[src/rtl/host_mem_bridge.sv]
// host_mem_bridge: host-side sequencer for the processor array's external memory port.
// Streams a load image in, lets the cores run until they all finish, then streams a result window out.
`default_nettype none

module host_mem_bridge #(
  parameter int RUN_GUARD = 2
) (
  input  logic        clk,
  input  logic        rst,
  input  logic        start,
  input  logic [15:0] load_base,
  input  logic [15:0] load_count,
  input  logic [15:0] read_base,
  input  logic [15:0] read_count,
  input  logic [15:0] in_data,
  input  logic        in_valid,
  output logic        in_ready,
  output logic [1:0]  status,
  output logic [15:0] com_addr,
  output logic [15:0] com_data_in,
  output logic        com_wr_en,
  input  logic [15:0] com_data_out,
  input  logic        end_process,
  output logic [15:0] out_data,
  output logic        out_valid,
  input  logic        out_ready,
  output logic        busy,
  output logic        done,
  output logic [31:0] run_cycles
);

  localparam logic [1:0] ST_LOAD = 2'b00;
  localparam logic [1:0] ST_RUN  = 2'b01;
  localparam logic [1:0] ST_READ = 2'b10;

  typedef enum logic [2:0] {
    S_IDLE, S_LOAD, S_FLUSH, S_RUN, S_READ_ADDR, S_READ_WAIT, S_READ_OUT, S_DONE
  } state_t;

  state_t      state, state_n;
  logic [15:0] lbase, lcount, rbase, rcount;
  logic [15:0] lbase_n, lcount_n, rbase_n, rcount_n;
  logic [15:0] idx, idx_n, ridx, ridx_n;
  logic [1:0]  status_n;
  logic [15:0] addr_n, wdata_n, odata_n;
  logic        wr_n, ovalid_n, done_n;
  logic [31:0] cycles_n;

  always_ff @(posedge clk) begin
    if (rst) begin
      state       <= S_IDLE;
      lbase       <= '0;
      lcount      <= '0;
      rbase       <= '0;
      rcount      <= '0;
      idx         <= '0;
      ridx        <= '0;
      status      <= ST_LOAD;
      com_addr    <= '0;
      com_data_in <= '0;
      com_wr_en   <= 1'b0;
      in_ready    <= 1'b0;
      out_data    <= '0;
      out_valid   <= 1'b0;
      busy        <= 1'b0;
      done        <= 1'b0;
      run_cycles  <= '0;
    end else begin
      state       <= state_n;
      lbase       <= lbase_n;
      lcount      <= lcount_n;
      rbase       <= rbase_n;
      rcount      <= rcount_n;
      idx         <= idx_n;
      ridx        <= ridx_n;
      status      <= status_n;
      com_addr    <= addr_n;
      com_data_in <= wdata_n;
      com_wr_en   <= wr_n;
      in_ready    <= (state_n == S_LOAD);
      out_data    <= odata_n;
      out_valid   <= ovalid_n;
      busy        <= (state_n != S_IDLE);
      done        <= done_n;
      run_cycles  <= cycles_n;
    end
  end

  // Every output is computed one cycle ahead so that all of them leave the block registered.
  always_comb begin
    state_n  = state;
    lbase_n  = lbase;
    lcount_n = lcount;
    rbase_n  = rbase;
    rcount_n = rcount;
    idx_n    = idx;
    ridx_n   = ridx;
    status_n = status;
    addr_n   = com_addr;
    wdata_n  = com_data_in;
    wr_n     = 1'b0;
    odata_n  = out_data;
    ovalid_n = out_valid;
    done_n   = 1'b0;
    cycles_n = run_cycles;

    case (state)
      S_IDLE: begin
        status_n = ST_LOAD;
        if (start) begin
          lbase_n  = load_base;
          lcount_n = load_count;
          rbase_n  = read_base;
          rcount_n = read_count;
          idx_n    = '0;
          ridx_n   = '0;
          cycles_n = '0;
          if (load_count == 16'd0) begin
            state_n  = S_RUN;
            status_n = ST_RUN;
          end else begin
            state_n = S_LOAD;
          end
        end
      end
      S_LOAD: begin
        if (in_valid && in_ready) begin
          wr_n    = 1'b1;
          addr_n  = lbase + idx;
          wdata_n = in_data;
          idx_n   = idx + 16'd1;
          if (idx == lcount - 16'd1) state_n = S_FLUSH;
        end
      end
      S_FLUSH: begin
        state_n  = S_RUN;
        status_n = ST_RUN;
      end
      S_RUN: begin
        if (run_cycles != 32'hFFFF_FFFF) cycles_n = run_cycles + 32'd1;
        // run_cycles equals the number of RUN cycles already completed, so it doubles as the guard count.
        if (end_process && (run_cycles >= 32'(RUN_GUARD))) begin
          if (rcount == 16'd0) begin
            state_n  = S_DONE;
            status_n = ST_LOAD;
            done_n   = 1'b1;
          end else begin
            state_n  = S_READ_ADDR;
            status_n = ST_READ;
            addr_n   = rbase + ridx;
          end
        end
      end
      S_READ_ADDR: state_n = S_READ_WAIT;
      S_READ_WAIT: begin
        state_n  = S_READ_OUT;
        odata_n  = com_data_out;
        ovalid_n = 1'b1;
      end
      S_READ_OUT: begin
        if (out_ready) begin
          ovalid_n = 1'b0;
          ridx_n   = ridx + 16'd1;
          if (ridx == rcount - 16'd1) begin
            state_n  = S_DONE;
            status_n = ST_LOAD;
            done_n   = 1'b1;
          end else begin
            state_n = S_READ_ADDR;
            addr_n  = rbase + ridx + 16'd1;
          end
        end
      end
      S_DONE: begin
        state_n  = S_IDLE;
        status_n = ST_LOAD;
      end
      default: state_n = S_IDLE;
    endcase
  end

endmodule

`default_nettype wire

[config.mk]
export PLATFORM = sky130hd
export DESIGN_NAME = host_mem_bridge
export DESIGN_NICKNAME = d
export VERILOG_FILES = /design/src/rtl/host_mem_bridge.sv
export SDC_FILE = /design/constraint.sdc
export NUM_CORES = 1
export LEC_CHECK = 0
export BUFFER_PORTS_ARGS = -buffer_cell sky130_fd_sc_hd__buf_4
export CAP_MARGIN = 20
export CORE_MARGIN = 2
export CORE_UTILIZATION = 40
export DETAILED_ROUTE_END_ITERATION = 7
export GPL_ROUTABILITY_DRIVEN = 0
export HOLD_SLACK_MARGIN = 0.12
export PLACE_DENSITY = 0.57
export REMOVE_ABC_BUFFERS = 1
export SYNTH_ARGS = -nofsm -noshare
export SYNTH_HDL_FRONTEND = slang
export SYNTH_SLANG_ARGS = --single-unit
[constraint.sdc]
create_clock -name clk -period 9.88 [get_ports clk]
set_clock_uncertainty 0.15 [all_clocks]
set_input_delay 0 -clock clk [delete_from_list [all_inputs] [get_ports clk]]
set_output_delay 0 -clock clk [all_outputs]
set_load 0.01 [all_outputs]
; ---- Word level (Yosys, flattened, before mapping)
; Cells that the tools add are included.
[classes]
n_eq_ne = 19
order_cmp = 1
bitwise_logic = 1
add_sub_neg = 8
muxes = 38
reduce_logical = 21
[op_table]
columns = op, count
row1 = $mux W16, 8
row2 = $mux W32, 2
row3 = $pmux W16 S2, 2
row4 = $pmux W32 S2, 1
row5 = $add A16 B1 Y16 const B, 3
row6 = $pmux W16 S3, 1
row7 = $add A16 B16 Y16, 2
row8 = $add A32 B1 Y32 const B, 1
row9 = $eq A16 B16 Y1, 2
row10 = $ge A32 B2 Y1 const B, 1
row11 = $logic_not A16 Y1, 2
row12 = $ne A32 B32 Y1 const B, 1
row13 = $sub A16 B1 Y16 const B, 2
row14 = $pmux W3 S8, 1
row15 = $ne A2 B2 Y1 const B, 8
row16 = $mux W3, 5
row17 = $mux W2, 7
row18 = $eq A3 B3 Y1 const B, 4
row19 = $pmux W2 S5, 1
row20 = $reduce_and A3 Y1, 3
row21 = $mux W1, 8
row22 = $reduce_bool A2 Y1, 4
row23 = $eq A3 B1 Y1 const B, 2
row24 = $eq A3 B2 Y1 const B, 2
row25 = 10 further kinds, 15
[totals]
in_bits = 102
out_inout_bits = 87
ff_bits = 186
wordCells = 105

; ---- Logic depth before layout (Yosys ltp)
; Gate-level depths: netlist (run 1).
[logic_depth]
depth_word = 6
mapped_depth = 13
depth_no_buf = 12

; ---- Worst setup path before layout (run 1)
; OpenSTA, ideal clock, no wires.
[synth_path]
kind = register to register
from = register ridx[0]
to = register com_addr[10]
t_arrival_ps = 2990
stages_incl_launch_ff = 12
period_less_slack_ps = 3220
path_buffers = 0
slack_ps = 6660
path_cell_list = dfxtp_1 -> ha_1 -> fa_1 -> a211o_1 -> a2111o_1 -> nand3_1 -> nand4_1 -> nor4_2 -> nand2_1 -> or3_1 -> and3_1 -> a211oi_2
[synth_via]
elab_chain_len = 5
elab_cells_between_ends = 10
cone_classes = 2 x add/sub / 2 x eq/ne / 5 x mux / 1 x reduce/logical
[synth_lines]
columns = element, line
row1 = start: declaration, 43  ; logic [15:0] idx, idx_n, ridx, ridx_n;
row2 = start signal: assignment, 75  ; ridx <= ridx_n;
row3 = $add A16 B16 Y16, "150, 170"
row4 = $add A16 B1 Y16, 170  ; addr_n = rbase + ridx + 16'd1;
row5 = $mux W16, 164  ; if (ridx == rcount - 16'd1) begin
row6 = $mux W16, 161  ; if (out_ready) begin
row7 = $pmux W16 S3, 107  ; case (state)
row8 = end signal: assignment, 77  ; com_addr <= addr_n;
row9 = end: declaration, 19  ; output logic [15:0] com_addr,
; Parallel ways exist; a longest one is shown, timed or not. The select of a mux whose other input is x is not followed.
; A chain may end at the register's enable or synchronous reset.

; ---- Final worst setup path (run 1)
[layout_path]
from = register ridx[0]
to = register com_addr[15]
; Same word-level chain as after synthesis.

==> flow_summary_export.csv, run 1 <==
group,metric,value,unit
critical_path,cp_max_fo,6,
power_and_ir_drop,clockPowerShare,0.344,
global_route,grt_use_total,0.221,
job,maxCapViolCount,0,
sta,tns,0,ns
power_and_ir_drop,p_int,1.42,mW
detailed_routing,route.vias.total,10500,
global_route,first_global_vias,10200,
floorplan,initial_utilization,0.406,
floorplan,ios,189,
power_and_ir_drop,power_frac_seq,0.404,
clock_tree,h-tree-depth,4,
synth,synthCells,1348,
global_route,overflow,0,
synth,avgSynthCellArea,7.81,sq um
finish,drive_gt1_frac,0.168,
critical_path,critPathRequiredTime,10.08,ns
sta,setup_violations,0,
synth,syn_area,10500,sq um
clock_tree,root_buffer,"clkbuf_16",
synth,ys_warn_count,0,
sta,finalHoldViolCount,0,
clock_tree,clk_latency,0.44,ns
power_and_ir_drop,power_density,148,nW/um^2
critical_path,critPathBufInv,0,
finish,final_cell_mix,"nand2_1 (252), buf_4 (198), dfxtp_1 (186), a21oi_1 (153), dlygate4sd3_1 (137)",
synth,synth_edf_count,0,
finish,stdcell_count,1981,
critical_path,cpPeakStageDelay,0.56,ns
sta,max_freq,283,MHz
detailed_routing,totalWireLength,30500,um
finish,area_growth_syn_to_layout,34.3,%
global_route,grt_max_degree,76,
clock_tree,clk_path_buf_depth,2,
power_and_ir_drop,pwr-share-comb,0.251,
finish,diodes,0,
clock_tree,clkTransAtPathRegs,0.08,ns
global_route,antenna_found_initial,0,
critical_path,cp.arrival,3.73,ns
placed_design,place_inst,1813,
clock_tree,cts_tree,"done",
power_and_ir_drop,switching_power,672,uW
power_and_ir_drop,vdd_drop_max,0.0852,mV
detailed_routing,drtIter0Drc,561,
sta,timing.final.ws_setup,6.35,ns
detailed_routing,routed_via_density,5.30,
placed_design,hpwl,21600,um
synth,async_flop_share,0,
clock_tree,cts_resized,0,
synth,ys.flop_type,"dfxtp_1",
sta,relSlewSlack,0.338,
finish,postLayoutCoreUtil,0.545,
clock_tree,cts_buffers,17,
floorplan,rows,59,
synth,seq_area_frac_synth,0.354,
floorplan,die_area,27600,sq um
critical_path,cp_top_family,"simple AND/OR/NAND/NOR gates",
sta,maxSlewViolCount,0,
clock_tree,cts.sinks,186,
global_route,grt_pass1_wl,50700,um
detailed_routing,post_drt_wl_per_cell,15.4,um
sta,rsz0062_at_grt,"false",
detailed_routing,drc,0,
finish,final_common_cell,"nand2_1",
floorplan,coreArea,25900,sq um
outcome,status,"completed",
worst_hold_path,hp-class,"in2reg",
sta,worstMarginPinSlew,0.992,ns
critical_path,crit_slowest_cell,"nor4_1",
power_and_ir_drop,p_leak,5.67,nW
floorplan,die_x,166,um
finish,final_nets,1775,
placed_design,place_ws,6.40,ns
sta,period_share,0.357,
placed_design,portBuffers,188,
sta,min_period,3.53,ns
critical_path,crit_path_end_kind,"register",
synth,ys_types,80,
critical_path,path_cells,"ha_1, fa_1, a211o_1, a2111o_1, nand3_1, nand4_1, nor4_1, nand4_1, xnor2_1, nand2_1, a311oi_2",
synth,ys_ff_latch,186,
critical_path,critPathLaunchType,"register",
detailed_routing,ant_nets,0,
floorplan,die_h,166,um
power_and_ir_drop,switching_share,0.321,
critical_path,cp_common_cell,"nand4_1",
critical_path,criticalPathCategory,"reg2reg",
detailed_routing,firstDrtPassIters,5,
## registers in the layout (all words and copies together), names as in the netlist
register     count
ridx            16
status           2
done             1
idx             16
out_valid        1
in_ready         1
com_wr_en        1
run_cycles      32
state            3
rcount          16
com_data_in     16
busy             1
com_addr        16
out_data        16
rbase           16
lbase           16
lcount          16
## worst min-delay path, stage by stage
cell and delay, ns:
dlygate4sd3_1 0.52, buf_4 0.10, nand2_1 0.04, a21oi_1 0.10
## cells by family (layout without fill, tap and decap cells)
family / after synthesis / after routing / synth area share
fa+ha+maj: 39 / 39 / 0.0478
flops: 186 / 186 / 0.354
xor+xnor: 113 / 113 / 0.0941
simple gates: 609 / 609 / 0.278
buf+inv: 93 / 391 / 0.0369
compound gates: 302 / 302 / 0.184
mux: 6 / 6 / 0.00571
## routing by layer
layer	track usage	part of all wire	vias up
li1	-	-	5362
met4	0.0544	0.012	0
met5	0	0	-
met1	0.288	0.47	4863
met3	0.0422	0.045	30
met2	0.376	0.47	239
## layout make-up
cell class                 instances  area, sq um
tap                              335          419
clock buffer                      17          425
fill                            2438        11800
inverter                          25         93.8
multi-input combinational       1069         6430
sequential                       186         3720
clock inverter                    14          181
timing repair buffer             335         2860
## final timing paths
path / start / end / slack, ns / depth (start not counted)
setup / recovery: ridx[0] / com_addr[15] / 6.35 / 11
setup reg to reg: ridx[0] / com_addr[15] / 6.35 / 11
hold / removal: read_count[12] / rcount[12] / 0.20 / 4
hold reg to reg: com_data_in[9] / com_data_in[9] / 0.31 / 2
## power groups by stage
stage / sequential (mW) / clock [mW] / combinational (mW)
after floorplan: 0.858 / 0 / 0.304
after global routing: 0.854 / 0.768 / 0.584
final: 0.846 / 0.721 / 0.525
after CTS: 0.846 / 0.737 / 0.527
after detailed placement: 0.864 / 0 / 0.473
after global placement: 0.863 / 0 / 0.466
## repair_timing
item | CTS | global route
hold buffers | 137 | 0
endpoints found under the hold margin | 121 | 0
setup buffers | 0 | 0
setup endpoints to repair | 0 | 0
## synthesized netlist by cell type (7+ instances only)
cell type	instances	share of area
nand2_1	252	0.090
dfxtp_1	186	0.35
a21oi_1	153	0.073
nor2_1	120	0.043
xnor2_1	59	0.049
xor2_1	54	0.045
clkbuf_1	52	0.019
nand3_1	46	0.022
o21ai_0	39	0.019
ha_1	37	0.044
nor3_1	32	0.015
inv_1	24	0.0086
nor4_1	23	0.014
and3_1	21	0.012
or3_1	21	0.012
nand4_1	20	0.012
a31oi_1	10	0.0059
a211oi_2	8	0.0095
nor3b_1	8	0.0057
o21a_1	8	0.0057
or2_2	8	0.0048
or4_1	8	0.0057
buf_2	7	0.0033
nor2b_1	7	0.0042
o211ai_1	7	0.0050
## per-stage QoR
stage	power, mW	instance area, sq um	hold slack, ns
finish	2.09	14100	0.199
CTS	2.11	14100	0.188
global placement	1.33	12200	0.0958
detailed placement	1.34	12200	0.106
global route	2.21	14100	0.199
floorplan	1.16	10200	-0.0854
Note: power is estimated with default switching activity, not from simulation.
==> run 2: changes to the inputs <==
--- a/config.mk
+++ b/config.mk
@@ -12,7 +12,7 @@
 export DETAILED_ROUTE_END_ITERATION = 7
 export GPL_ROUTABILITY_DRIVEN = 0
 export HOLD_SLACK_MARGIN = 0.12
-export PLACE_DENSITY = 0.57
+export PLACE_DENSITY = 0.6
 export REMOVE_ABC_BUFFERS = 1
 export SYNTH_ARGS = -nofsm -noshare
 export SYNTH_HDL_FRONTEND = slang
==> constraint.sdc (replaced) <==
create_clock -name clk -period 3.2 [get_ports clk]
set_clock_uncertainty 0.15 [all_clocks]
set_input_delay 0 -clock clk [delete_from_list [all_inputs] [get_ports clk]]
set_output_delay 0 -clock clk [all_outputs]
set_load 0.01 [all_outputs]
==> flow_summary_export.csv, run 2 (synthesis gave the netlist of run 1 again) <==
group,metric,value,unit
outcome,status,"completed",
clock_tree,cts_tree,"done",
worst_hold_path,min_to,"com_data_in[11]",
sta,maxSlewViolCount,0,
critical_path,r2r-end,"com_addr[10]",
sta,max_freq,316,MHz
detailed_routing,firstDrtPassIters,4,
sta,setup_violations,0,
power_and_ir_drop,p_int,4.33,mW
placed_design,portBuffers,188,
global_route,met2_usage,0.365,
finish,largest_reg_flops,32,
detailed_routing,route.vias.total,10600,
clock_tree,clk_path_buf_depth,2,
sta,relSlewSlack,0.426,
global_route,grt_use_total,0.218,
global_route,grt_use_met3,0.0400,
clock_tree,clkTransAtPathRegs,0.08,ns
finish,final_cell_mix,"buf_4 (261), nand2_1 (252), dfxtp_1 (184), a21oi_1 (152), dlygate4sd3_1 (120)",
floorplan,die_h,166,um
critical_path,critPathRequiredTime,3.41,ns
sta,worst_hold_slack,0.209,ns
worst_hold_path,min_path_cells,4,
detailed_routing,totalWireLength,30800,um
floorplan,rows,59,
clock_tree,cts_buffers,17,
finish,area_growth_syn_to_layout,38.7,%
power_and_ir_drop,p_leak,5.94,nW
critical_path,crit_path_end_kind,"register",
power_and_ir_drop,switching_power,2.17,mW
placed_design,hpwl,22100,um
detailed_routing,routed_via_density,5.24,
floorplan,die_area,27600,sq um
global_route,grt_max_degree,78,
critical_path,critPathLaunchType,"register",
finish,regMostFlops,"run_cycles",
global_route,overflow,0,
global_route,grt.busiest_layer,"met2",
sta,rsz0062_at_grt,"true",
critical_path,worst-r2r-setup-slack,0.03,ns
global_route,antenna_found_initial,0,
critical_path,cp_max_fo,4,
floorplan,die_x,166,um
global_route,grt_util_met1,0.290,
power_and_ir_drop,power_density,446,nW/um^2
critical_path,criticalPathCategory,"reg2reg",
detailed_routing,drc,0,
critical_path,cpPeakStageDelay,0.38,ns
clock_tree,cts.sinks,186,
critical_path,cp_top_family,"simple AND/OR/NAND/NOR gates",
critical_path,reg2reg_from,"ridx[0]",
critical_path,critPathBufInv,0,
global_route,grt_pass1_wl,50300,um
clock_tree,h-tree-depth,4,
critical_path,rr_worst_depth,11,
floorplan,initial_utilization,0.406,
global_route,first_global_vias,10100,
clock_tree,root_buffer,"clkbuf_16",
detailed_routing,drtIter0Drc,498,
power_and_ir_drop,switching_share,0.334,
finish,final_nets,1822,
sta,period_share,0.990,
critical_path,crit_slowest_cell,"fa_2",
worst_hold_path,hp-class,"in2reg",
finish,final_common_cell,"buf_4",
floorplan,coreArea,25900,sq um
sta,min_period,3.17,ns
detailed_routing,ant_nets,0,
power_and_ir_drop,pwr-share-comb,0.265,
power_and_ir_drop,vdd_drop_max,0.343,mV
worst_hold_path,hp-start,"in_data[11]",
power_and_ir_drop,p_total,6.50,mW
power_and_ir_drop,power_frac_seq,0.399,
critical_path,path_cells,"ha_4, fa_2, a211o_4, a2111o_1, nand3_2, nand4_1, nor4_2, nand2_1, or3_1, and3_4, a211oi_2",
sta,worstMarginPinSlew,0.861,ns
floorplan,ios,189,
finish,drive_gt1_frac,0.211,
sta,finalHoldViolCount,0,
job,maxCapViolCount,0,
clock_tree,clk_latency,0.43,ns
power_and_ir_drop,clockPowerShare,0.336,
detailed_routing,post_drt_wl_per_cell,15.2,um
critical_path,cp.arrival,3.38,ns
==> run 2: cell types whose count changed in the layout (fill, tap and decap cells not counted), sizes merged <==
| cell | change |
|---|---|
| clkinv | +5 |
| inv | -1 |
| buf | +64 |
| diode | +1 |
| dlygate4sd3 | -17 |
| clkinvlp | -1 |
| bufinv | -2 |
==> run 2: routing by layer <==
layer,share of wire,vias up
li1,-,5440
met1,0.47,4913
met2,0.47,261
met3,0.048,32
met4,0.016,0
met5,0,-
==> run 2: final cells by class <==
type / count / area, sq um
Clock inverter: 15 / 196
Fill cell: 2410 / 11300
Antenna cell: 1 / 2.50
Clock buffer: 17 / 425
Inverter: 25 / 93.8
Tap cell: 335 / 419
Multi-Input combinational cell: 1069 / 6550
Sequential cell: 186 / 3730
Timing Repair Buffer: 382 / 3180
==> run 2: worst max path at each step <==
stage	from	end	slack (ns)	depth (start not counted)
after floorplan	state[0]	run_cycles[30]	-0.80	5
after global placement	rbase[0]	com_addr[10]	0.03	11
after detailed placement	rbase[0]	com_addr[10]	-0.02	11
after CTS	rbase[0]	com_addr[10]	0.03	11
after global routing	rbase[0]	com_addr[10]	-0.10	11
final	ridx[0]	com_addr[10]	0.03	11
==> run 2: worst reg2reg max path, stage by stage, from the launching register on <==
cell and delay [ns]:
dfxtp_2 0.34, ha_4 0.17, fa_2 0.38, a211o_4 0.36
a2111o_1 0.38, nand3_2 0.08, nand4_1 0.16, nor4_2 0.30
nand2_1 0.10, or3_1 0.31, and3_4 0.18, a211oi_2 0.19
==> run 2: metrics by stage <==
step	worst slack (ns)	area (sq um)	util	setup TNS (ns)	cells
floorplan	-0.798	10200	-	-33.79	1280
global placement	0.0333	12600	0.486	0	1870
detailed placement	-0.0216	12600	0.486	-0.0311	1870
CTS	0.0304	14400	0.557	0	2022
global route	-0.104	14600	0.563	-0.357	2029
finish	0.0308	14600	0.563	0	2030
==> run 2: what timing repair did <==
action,in CTS,in global routing
gates resized for setup,1,21
setup buffers,0,7
setup endpoints to repair,3,26
pin swaps,1,8
hold buffers,120,0
hold endpoints to repair,125,0
gates cloned,0,0
==> run 2: power groups by stage <==
| stage | clock, mW | combinational (mW) | sequential (mW) |
|---|---|---|---|
| floorplan | 0 | 0.938 | 2.65 |
| global placement | 0 | 1.54 | 2.64 |
| detailed placement | 0 | 1.56 | 2.65 |
| CTS | 2.24 | 1.67 | 2.59 |
| global route | 2.33 | 1.90 | 2.62 |
| finish | 2.19 | 1.72 | 2.59 |
==> run 3: changes to the inputs <==
--- a/config.mk
+++ b/config.mk
@@ -8,11 +8,10 @@
 export BUFFER_PORTS_ARGS = -buffer_cell sky130_fd_sc_hd__buf_4
 export CAP_MARGIN = 20
 export CORE_MARGIN = 2
-export CORE_UTILIZATION = 40
+export CORE_UTILIZATION = 30
 export DETAILED_ROUTE_END_ITERATION = 7
 export GPL_ROUTABILITY_DRIVEN = 0
 export HOLD_SLACK_MARGIN = 0.12
-export PLACE_DENSITY = 0.6
 export REMOVE_ABC_BUFFERS = 1
 export SYNTH_ARGS = -nofsm -noshare
 export SYNTH_HDL_FRONTEND = slang
==> flow_summary_export.csv, run 3 (synthesis gave the netlist of run 1 again) <==
group,metric,value,unit
placed_design,hpwl,23500,um
placed_design,portBuffers,188,
floorplan,ios,189,
critical_path,criticalPathCategory,"reg2reg",
finish,final_common_cell,"nand2_1",
sta,max_freq,314,MHz
sta,rsz0062_at_grt,"true",
detailed_routing,ant_nets,0,
power_and_ir_drop,power_density,428,nW/um^2
floorplan,initial_utilization,0.305,
sta,maxSlewViolCount,0,
sta,finalHoldViolCount,0,
critical_path,critPathRequiredTime,3.41,ns
outcome,status,"completed",
finish,final_nets,1892,
clock_tree,h-tree-depth,4,
clock_tree,clkTransAtPathRegs,0.07,ns
global_route,grt_use_total,0.183,
worst_hold_path,hp-class,"in2reg",
critical_path,cp_max_fo,6,
sta,worstMarginPinSlew,0.752,ns
finish,final_cell_mix,"nand2_1 (252), buf_4 (248), dlygate4sd3_1 (202), dfxtp_1 (183), a21oi_1 (152)",
finish,area_growth_syn_to_layout,46.7,%
power_and_ir_drop,vdd_drop_max,0.419,mV
sta,setup_violations,0,
finish,postLayoutCoreUtil,0.447,
clock_tree,clk_latency,0.45,ns
finish,regMostFlops,"run_cycles",
sta,relSlewSlack,0.499,
critical_path,worst-r2r-setup-slack,0.01,ns
detailed_routing,post_drt_wl_per_cell,15.2,um
finish,diodes,0,
clock_tree,root_buffer,"clkbuf_16",
global_route,antenna_found_initial,1,
critical_path,critical_path.startpoint,"rbase[0]",
detailed_routing,drtIter0Drc,482,
critical_path,r2r-end,"com_addr[14]",
floorplan,die_h,191,um
finish,drive_gt1_frac,0.195,
critical_path,reg2reg_from,"rbase[0]",
clock_tree,cts_buffers,17,
detailed_routing,route.vias.total,11000,
job,maxCapViolCount,0,
finish,design_area,15400,sq um
worst_hold_path,hp-start,"load_count[11]",
floorplan,rows,68,
sta,worst_hold_slack,0.247,ns
critical_path,crit_path_end_kind,"register",
power_and_ir_drop,p_total,6.60,mW
clock_tree,cts_tree,"done",
floorplan,die_x,191,um
finish,largest_reg_flops,32,
floorplan,die_area,36600,sq um
detailed_routing,drc,0,
critical_path,critPathLaunchType,"register",
worst_hold_path,min_to,"lcount[11]",
sta,tns,0,ns
global_route,grt_pass1_wl,53800,um
power_and_ir_drop,p_leak,6.35,nW
global_route,grt_max_degree,137,
placed_design,placed_area,12700,sq um
detailed_routing,routed_via_density,4.96,
global_route,first_global_vias,10900,
floorplan,coreArea,34500,sq um
detailed_routing,firstDrtPassIters,4,
sta,period_share,0.996,
clock_tree,clk_path_buf_depth,2,
worst_hold_path,min_path_cells,4,
clock_tree,cts.sinks,186,
critical_path,cp.arrival,3.40,ns
critical_path,rr_worst_depth,12,
sta,min_period,3.19,ns
detailed_routing,totalWireLength,33600,um
global_route,overflow,0,
[run 3: what timing repair did]
action / in CTS / in global routing
pin swaps: 2 / 8
resized for setup: 1 / 21
endpoints found under the setup margin: 3 / 33
hold buffers: 202 / 0
endpoints found under the hold margin: 135 / 0
setup buffers: 0 / 4
[run 3: worst max-delay path by stage]
stage | endpoint | slack (ns) | depth (start not counted)
after floorplan | run_cycles[30] | -0.80 | 5
after global placement | com_addr[10] | 0.04 | 11
after detailed placement | com_addr[14] | -0.02 | 11
after CTS | com_addr[14] | 0.002 | 11
after global routing | com_addr[14] | -0.17 | 12
final | com_addr[14] | 0.01 | 12
[run 3: metrics by stage]
step | worst slack [ns] | cells
after global placement | 0.0442 | 1981
after CTS | 0.00205 | 2214
final | 0.0117 | 2218
after global routing | -0.167 | 2218
after floorplan | -0.798 | 1280
after detailed placement | -0.0202 | 1981
[run 3: layout make-up]
type                    instances  area [sq um]
fillers                      3437         19100
well taps                     455           569
multi-input cells            1069          6540
flip-flops and latches        186          3730
clock buffers                  19           443
clock inverters                12           140
inverters                      25          93.8
repair buffers                452          3920
[run 3: worst max-delay path, stage by stage, from the launching register on]
cell	delay, ns
dfxtp_2	0.34
ha_4	0.16
fa_2	0.35
a211o_4	0.37
a2111o_1	0.38
nand3_2	0.08
nand4_1	0.16
nor4_2	0.32
buf_4	0.17
nand4_1	0.11
xnor2_1	0.22
nand2_1	0.09
a311oi_2	0.23
[run 3: metal layers]
layer,part of all wire,track usage,vias up
li1,-,-,5567
met1,0.45,0.226,5144
met2,0.47,0.309,245
met3,0.065,0.0492,39
met4,0.018,0.0574,2
met5,0.00033,0,-
[run 3: where the power goes]
group,internal (mW),switching (mW),total [mW]
clock network,1.18,0.994,2.17
registers,2.46,0.140,2.60
logic,0.867,0.955,1.82
total,4.51,2.09,6.60
